<file path="config.mk">
export PLATFORM = sky130hd
export DESIGN_NAME = quad_step_decoder
export DESIGN_NICKNAME = d
export VERILOG_FILES = /design/src/rtl/quad_step_decoder.sv
export SDC_FILE = /design/constraint.sdc
export NUM_CORES = 1
export LEC_CHECK = 0
export CORE_MARGIN = 5
export CORE_UTILIZATION = 40
export DETAILED_ROUTE_END_ITERATION = 8
export PLACE_DENSITY = 0.67
export SETUP_SLACK_MARGIN = 0.1
export SLEW_MARGIN = 5
export SYNTH_ARGS = -nofsm -noshare
export SYNTH_HDL_FRONTEND = slang
export SYNTH_SLANG_ARGS = --single-unit
</file>
<file path="constraint.sdc">
create_clock -name clk -period 1.92 [get_ports clk]
set_input_delay 0.576 -clock clk [delete_from_list [all_inputs] [get_ports clk]]
set_output_delay 0.576 -clock clk [all_outputs]
set_load 0.05 [all_outputs]
</file>
<file path="src/rtl/quad_step_decoder.sv">
// Quadrature decoder: per-channel 2-flop synchronizer and glitch filter, then
// step/direction/illegal-transition decoding of the filtered {A,B} phase.
module quad_step_decoder #(
    parameter int FILTER_LEN = 3
) (
    input  logic       clk,
    input  logic       reset,
    input  logic       enable,
    input  logic       a_in,
    input  logic       b_in,
    input  logic       clear_err,
    output logic       step,
    output logic       dir,
    output logic       err,
    output logic [1:0] phase,
    output logic       ready
);

    localparam logic [3:0] FILT_MAX  = 4'(FILTER_LEN - 1);
    localparam logic [4:0] START_MAX = 5'(FILTER_LEN + 1);

    logic [1:0] s1_q;
    logic [1:0] s2_q;
    logic [1:0] f_q;
    logic [1:0] f_d;
    logic [3:0] cnt_q [2];
    logic [3:0] cnt_d [2];
    logic [1:0] prev_q;
    logic [4:0] start_q;
    logic [4:0] start_d;
    logic       ready_q;
    logic       ready_d;
    logic       settle_q;
    logic       step_q;
    logic       step_d;
    logic       dir_q;
    logic       dir_d;
    logic       err_q;
    logic       err_d;
    logic [1:0] diff_s;
    logic       decode_s;

    // Glitch filter: accept a new synchronized level after FILTER_LEN consecutive differing samples.
    always_comb begin
        f_d = f_q;
        for (int i = 0; i < 2; i++) begin
            cnt_d[i] = cnt_q[i];
            if (s2_q[i] != f_q[i]) begin
                if (cnt_q[i] == FILT_MAX) begin
                    f_d[i]   = s2_q[i];
                    cnt_d[i] = 4'd0;
                end else begin
                    cnt_d[i] = cnt_q[i] + 4'd1;
                end
            end else begin
                cnt_d[i] = 4'd0;
            end
        end
    end

    // Startup counter: ready rises FILTER_LEN+2 edges after reset release.
    always_comb begin
        if (start_q == START_MAX) begin
            start_d = start_q;
            ready_d = 1'b1;
        end else begin
            start_d = start_q + 5'd1;
            ready_d = ready_q;
        end
    end

    // Decoding waits one cycle beyond ready so prev has caught up with a phase
    // that settled on the same edge ready rose (inputs held high through reset).
    always_comb begin
        diff_s   = f_q ^ prev_q;
        decode_s = ready_q & settle_q & enable;
        step_d   = 1'b0;
        dir_d    = dir_q;
        case (diff_s)
            2'b01, 2'b10: begin
                if (decode_s) begin
                    step_d = 1'b1;
                    dir_d  = prev_q[1] ^ f_q[0];
                end else begin
                    step_d = 1'b0;
                end
            end
            default: begin
                step_d = 1'b0;
            end
        endcase
        if (decode_s && (diff_s == 2'b11)) begin
            err_d = 1'b1;
        end else if (clear_err) begin
            err_d = 1'b0;
        end else begin
            err_d = err_q;
        end
    end

    // State registers; reset discards any partially filtered level.
    always_ff @(posedge clk or posedge reset) begin
        if (reset) begin
            s1_q     <= 2'b00;
            s2_q     <= 2'b00;
            f_q      <= 2'b00;
            cnt_q[0] <= 4'd0;
            cnt_q[1] <= 4'd0;
            prev_q   <= 2'b00;
            start_q  <= 5'd0;
            ready_q  <= 1'b0;
            settle_q <= 1'b0;
            step_q   <= 1'b0;
            dir_q    <= 1'b0;
            err_q    <= 1'b0;
        end else begin
            s1_q     <= {a_in, b_in};
            s2_q     <= s1_q;
            f_q      <= f_d;
            cnt_q    <= cnt_d;
            prev_q   <= f_q;
            start_q  <= start_d;
            ready_q  <= ready_d;
            settle_q <= ready_q;
            step_q   <= step_d;
            dir_q    <= dir_d;
            err_q    <= err_d;
        end
    end

    assign step  = step_q;
    assign dir   = dir_q;
    assign err   = err_q;
    assign phase = f_q;
    assign ready = ready_q;

endmodule

</file>
==> results of run 1 <==
## flip-flops by register name, summed over array words and instances (netlist names)
name and flops:
s1_q 2, s2_q 2, start_q 5, ready 1
settle_q 1, err 1, dir 1, prev_q 2
phase 2, step 1, cnt_q 8
## final timing paths
| path | startpoint | end | cells past startpoint |
|---|---|---|---|
| worst max-delay path | phase[0] | phase[0] | 1 |
| worst min-delay path | s1_q[1] | s2_q[1] | 0 |
| worst max register to register | start_q[0] | start_q[1] | 5 |
| min in group asynchronous | reset | s1_q[0] | 3 |
| max in group asynchronous | reset | prev_q[0] | 3 |
| worst min register to register | s1_q[1] | s2_q[1] | 0 |
## stage by stage
step,setup slack (ps),hold slack [ps],util [%]
floorplan,380.6,331.2,-
global placement,457.2,331.3,48.76
detailed placement,423.8,334.7,48.76
CTS,299.8,364.9,49.65
global route,272.2,379.4,49.65
finish,330.7,362.1,49.65
## layer usage
metal  share of wire (%)  routed length [µm]
met1                  48                 704
met2                  45                 662
met3                 5.6                  82
met4                0.96                  14
met5                   0                   0
## cell families after synthesis
kind of cell / after synthesis / share of synthesized area [%]
flip-flops: 26 / 61.10
multiplexers: 4 / 4.582
AND/OR/NAND/NOR: 25 / 13.28
adder cells (fa/ha/maj): 5 / 5.875
AO/OA/AOI/OAI: 7 / 3.995
buffers and inverters: 6 / 2.115
XOR/XNOR: 11 / 9.048
## cell usage after synthesis
cell type and n:
and3b_4 1, inv_1 6, a21o_1 1, o21ai_0 3, or2_2 1, nand3b_1 1
nand2_1 2, nor4b_2 1, nor2_1 8, nand2b_1 3, nor3_1 1, nand4_1 2
o21bai_1 1, nand3_1 4, dfrtp_1 26, a21oi_1 1, xor2_1 5, mux2_1 1
ha_1 5, a211oi_1 1, nor2b_1 1, mux2_4 1, xnor2_1 6, mux2_2 2
## placed cells by master, fill, tap and decap left out, drive strengths merged
master,n
a211oi,1
a21o,1
a21oi,1
and3b,1
buf,7
clkbuf,3
clkdlybuf4s50,5
dfrtp,26
ha,5
inv,6
mux2,4
nand2,2
nand2b,3
nand3,4
nand3b,1
nand4,2
nor2,8
nor2b,1
nor3,1
nor4b,1
o21ai,3
o21bai,1
or2,1
xnor2,6
xor2,5
## report_power, final
group | switching (mW) | internal (mW)
Clock | 0.141 | 0.0732
Sequential | 0.130 | 0.667
Combinational | 0.334 | 0.284
Total | 0.606 | 1.02
## area by class of cell
type | count | share of cell area (%)
Clock buffer | 3 | 1.798
Timing Repair Buffer | 12 | 10.19
Sequential cell | 26 | 51.95
Tap cell | 30 | 2.997
Multi-Input combinational cell | 52 | 31.27
Inverter | 6 | 1.798
==> results.sh, run 1 <==
export IMPL_status="finished clean"
export IMPL_cp_end_kind="primary output"
export IMPL_gr_total_overflow=0
export IMPL_regArea_um2=650.6
export IMPL_grt_use_total_pct=9.363
export IMPL_total_power_mw=1.630
export IMPL_ioPinCount=12
export IMPL_place_inst=126
export IMPL_drive_gt1_share_pct=16.16
export IMPL_diodes=0
export IMPL_fin_crit_sh_pct=82.77
export IMPL_syn_area_mm2=0.001065
export IMPL_cp_required_ps=1340
export IMPL_yosysTopAreaCell="dfrtp_1"
export IMPL_post_dp_cell_area_mm2=0.001230
export IMPL_place_congestion=0.7460
export IMPL_setup_viol=0
export IMPL_vias=622
export IMPL_dp_hpwl_mm=1.077
export IMPL_synth_avg_cell_area_um2=12.68
export IMPL_met3_usage_pct=2.516
export IMPL_peakVddDrop_mv=0.7502
export IMPL_met2_usage_pct=14.50
export IMPL_synth_cell_types=24
export IMPL_cts_root_buf="clkbuf_4"
export IMPL_numCtsBuffers=3
export IMPL_nNetsFinal=112
export IMPL_cp_start_kind="register"
export IMPL_path_cells="buf_12"
export IMPL_initial_core_util_pct=42.21
export IMPL_final_hold_viol_count=0
export IMPL_clk_pin_slew_ps=120
export IMPL_clk_latency_ps=300
export IMPL_hold_buffers=0
export IMPL_tritoncts="built"
export IMPL_cp_arrival_ps=1010
export IMPL_grt_max_degree=27
export IMPL_final_cells=129
export IMPL_die_w_um=61.60
export IMPL_cts_num_sinks=26
export IMPL_antenna_found_initial=0
export IMPL_synth_area_leaders="dfrtp_1 (61%), ha_1 (5.9%), xnor2_1 (4.9%)"
export IMPL_cts_resized=0
export IMPL_rsz0062_at_grt="false"
export IMPL_core_mm2=0.002522
export IMPL_synthToLayoutAreaGrowth_pct=17.63
export IMPL_h_tree_depth=1
export IMPL_busiest_layer="met2"
export IMPL_synth_cells=84
export IMPL_hold_path_class="reg2reg"
export IMPL_slowest_delay_ps=530
export IMPL_post_route_min_period_ps=1589
export IMPL_rows=18
export IMPL_power_density_mw_per_mm2=1301
export IMPL_multi_input_area_um2=391.6
export IMPL_cp_max_fo=6
export IMPL_synth_fp_nets=95
export IMPL_crit_family="flip-flops"
export IMPL_ys_seq_elements=26
export IMPL_slew_headroom_pct=77.11
export IMPL_grt_use_met1_pct=11.70
export IMPL_post_cts_setup_buffers=0
export IMPL_synth_seq_area_share_pct=61.10
export IMPL_wl_per_cell_um=11.34
export IMPL_io_buffers=11
export IMPL_final_cell_area_mm2=0.001252
export IMPL_p_leak_nw=0.5720
export IMPL_slowest_stage="dfrtp_1"
export IMPL_clockBufferDepth=2
export IMPL_max_freq_mhz=629.2
export IMPL_path_buf_inv=1
export IMPL_fin_worst_skew_ps=3.640
export IMPL_fillers=237
export IMPL_drtPass1Iterations=4
export IMPL_worst_pin_slew_ps=340.9
export IMPL_wl_mm=1.463
export IMPL_drv_cap=0
export IMPL_drt_first_iter_violations=17
export IMPL_grt_pass1_vias=637
export IMPL_finalSetupTns_ps=0
export IMPL_synth_top_cell_area_share_pct=61.10
export IMPL_drt_antenna_violating_nets=0
export IMPL_fp_dieArea_mm2=0.003794
export IMPL_rrSetupSlack_ps=460
export IMPL_vias_per_cell=4.822
export IMPL_drv_slew=0
export IMPL_grt_pass1_wl_mm=2.622
export IMPL_drc=0
export IMPL_die_h_um=61.60
export IMPL_ys_warn_count=0
export IMPL_path_class="reg2out"
Power figures use the tool's default switching activity.
==> inputs of run 2 (changes only) <==
--- a/config.mk
+++ b/config.mk
@@ -8,7 +8,7 @@
 export CORE_MARGIN = 5
 export CORE_UTILIZATION = 40
 export DETAILED_ROUTE_END_ITERATION = 8
-export PLACE_DENSITY = 0.67
+export PLACE_DENSITY = 0.69
 export SETUP_SLACK_MARGIN = 0.1
 export SLEW_MARGIN = 5
 export SYNTH_ARGS = -nofsm -noshare
==> constraint.sdc (replaced) <==
create_clock -name clk -period 1.34 [get_ports clk]
set_input_delay 0.402 -clock clk [delete_from_list [all_inputs] [get_ports clk]]
set_output_delay 0.402 -clock clk [all_outputs]
set_load 0.05 [all_outputs]
==> results.sh, run 2 (synthesis gave the netlist of run 1 again) <==
export IMPL_worstSetupEndpoint="phase[1]"
export IMPL_fp_dieArea_mm2=0.003794
export IMPL_wl_mm=1.702
export IMPL_hold_slack_ps=362.5
export IMPL_vias_per_cell=4.681
export IMPL_cts_num_sinks=26
export IMPL_final_cell_area_mm2=0.001528
export IMPL_nNetsFinal=127
export IMPL_ioPinCount=12
export IMPL_vias=674
export IMPL_die_h_um=61.60
export IMPL_drv_cap=0
export IMPL_drtPass1Iterations=4
export IMPL_rows=18
export IMPL_hold_path_class="reg2reg"
export IMPL_drt_first_iter_violations=16
export IMPL_finalSetupTns_ps=-165.1
export IMPL_die_w_um=61.60
export IMPL_grt_pass1_vias=686
export IMPL_drv_slew=0
export IMPL_max_freq_mhz=705.7
export IMPL_io_buffers=11
export IMPL_largest_reg_flops=8
export IMPL_clk_latency_ps=310
export IMPL_total_power_mw=2.818
export IMPL_path_depth=2
export IMPL_cp_startpoint="phase[1]"
export IMPL_path_buf_inv=2
export IMPL_path_class="reg2out"
export IMPL_grt_pass1_wl_mm=2.773
export IMPL_fin_worst_skew_ps=0.9006
export IMPL_numCtsBuffers=3
export IMPL_worst_pin_slew_ps=260.2
export IMPL_crit_family="flip-flops"
export IMPL_grt_max_degree=27
export IMPL_r2r_cells=5
export IMPL_regMostFlops="cnt_q"
export IMPL_clk_pin_slew_ps=130
export IMPL_setup_ws_ps=-77.03
export IMPL_core_mm2=0.002522
export IMPL_reg_largest_list="cnt_q x8, start_q x5"
export IMPL_rsz0062_at_grt="true"
export IMPL_post_place_ws_ps=-25.96
export IMPL_cp_end_kind="primary output"
export IMPL_setup_viol=4
export IMPL_p_leak_nw=0.7034
export IMPL_clockBufferDepth=2
export IMPL_cts_root_buf="clkbuf_4"
export IMPL_rrSetupSlack_ps=-20
export IMPL_drt_antenna_violating_nets=0
export IMPL_power_density_mw_per_mm2=1844
export IMPL_cp_start_kind="register"
export IMPL_peakVddDrop_mv=1.401
export IMPL_final_cells=144
export IMPL_fin_util_pct=60.57
export IMPL_gr_total_overflow=0
export IMPL_rr_startpoint="start_q[1]"
export IMPL_fin_crit_sh_pct=105.7
export IMPL_slowest_delay_ps=440
export IMPL_path_cells="buf_6 -> buf_12"
export IMPL_place_congestion=0.7111
export IMPL_slew_headroom_pct=82.65
export IMPL_initial_core_util_pct=42.21
export IMPL_final_hold_viol_count=0
export IMPL_grt_use_total_pct=9.996
export IMPL_drive_gt1_share_pct=40.35
export IMPL_slowest_stage="dfrtp_2"
export IMPL_h_tree_depth=1
export IMPL_post_dp_cell_area_mm2=0.001335
export IMPL_post_route_min_period_ps=1417
export IMPL_diodes=0
export IMPL_violations="setup timing"
export IMPL_status="finished, violations left"
export IMPL_antenna_found_initial=0
export IMPL_final_cell_mix="dfrtp_1 (22), buf_4 (12), nor2_1 (7), buf_12 (7), inv_1 (6)"
export IMPL_mostFrequentLayoutCell="dfrtp_1"
export IMPL_cp_arrival_ps=1020
export IMPL_place_inst=130
export IMPL_drc=0
export IMPL_tritoncts="built"
export IMPL_synthToLayoutAreaGrowth_pct=43.48
export IMPL_r2r_end="start_q[1]"
export IMPL_dp_hpwl_mm=1.118
export IMPL_wl_per_cell_um=11.82
export IMPL_cp_required_ps=940
export IMPL_cp_max_fo=3
==> run 2: cell count changes in the layout (fill, tap and decap cells not counted), moves of 3 or more <==
cell / previous run / this run
dfrtp_1: 26 / 22
buf_6: 0 / 3
buf_12: 2 / 7
buf_4: 5 / 12
xnor2_1: 6 / 3
xnor2_2: 0 / 3
ha_1: 5 / 2
ha_2: 0 / 3
dfrtp_2: 0 / 4
==> run 2: layout make-up <==
cell class | instances | area [µm²]
inverters | 6 | 22.52
flip-flops and latches | 26 | 655.6
clock buffers | 3 | 22.52
repair buffers | 27 | 314.1
well taps | 30 | 37.54
fillers | 205 | 994.7
multi-input cells | 52 | 475.5
==> run 2: repair_timing <==
item,4_1_cts,5_1_grt
buffers inserted,8,3
pin swaps,2,1
endpoints found under the hold margin,0,0
hold buffers,0,0
gates cloned,0,0
gates resized for setup,4,14
setup endpoints to repair,10,18
==> run 2: worst min-delay path by stage <==
stage          cells past startpoint      end     from
2_1_floorplan                      0  s2_q[0]  s1_q[0]
3_3_place_gp                       0  s2_q[1]  s1_q[1]
3_5_place_dp                       0  s2_q[1]  s1_q[1]
4_1_cts                            0  s2_q[1]  s1_q[1]
5_1_grt                            0  s2_q[1]  s1_q[1]
6_report                           0  s2_q[1]  s1_q[1]
==> run 2: worst register-to-register path, stage by stage (launching register included) <==
cell and delay, ps:
dfrtp_1 400, inv_1 60, ha_2 150, nor2b_4 130, and3b_4 230, mux2_4 290
==> run 2: power by group <==
group	switching, mW	total [mW]	internal (mW)
sequential	0.165	1.13	0.965
combinational	0.626	1.37	0.745
clock	0.212	0.317	0.105
==> run 2: per-layer routing <==
metal,track usage [%],part of all wire (%),up-vias
met2,16.44,48,15
met4,4.545,1.9,0
met5,0,0,-
li1,-,-,336
met1,12.19,45,319
met3,2.725,4.5,4
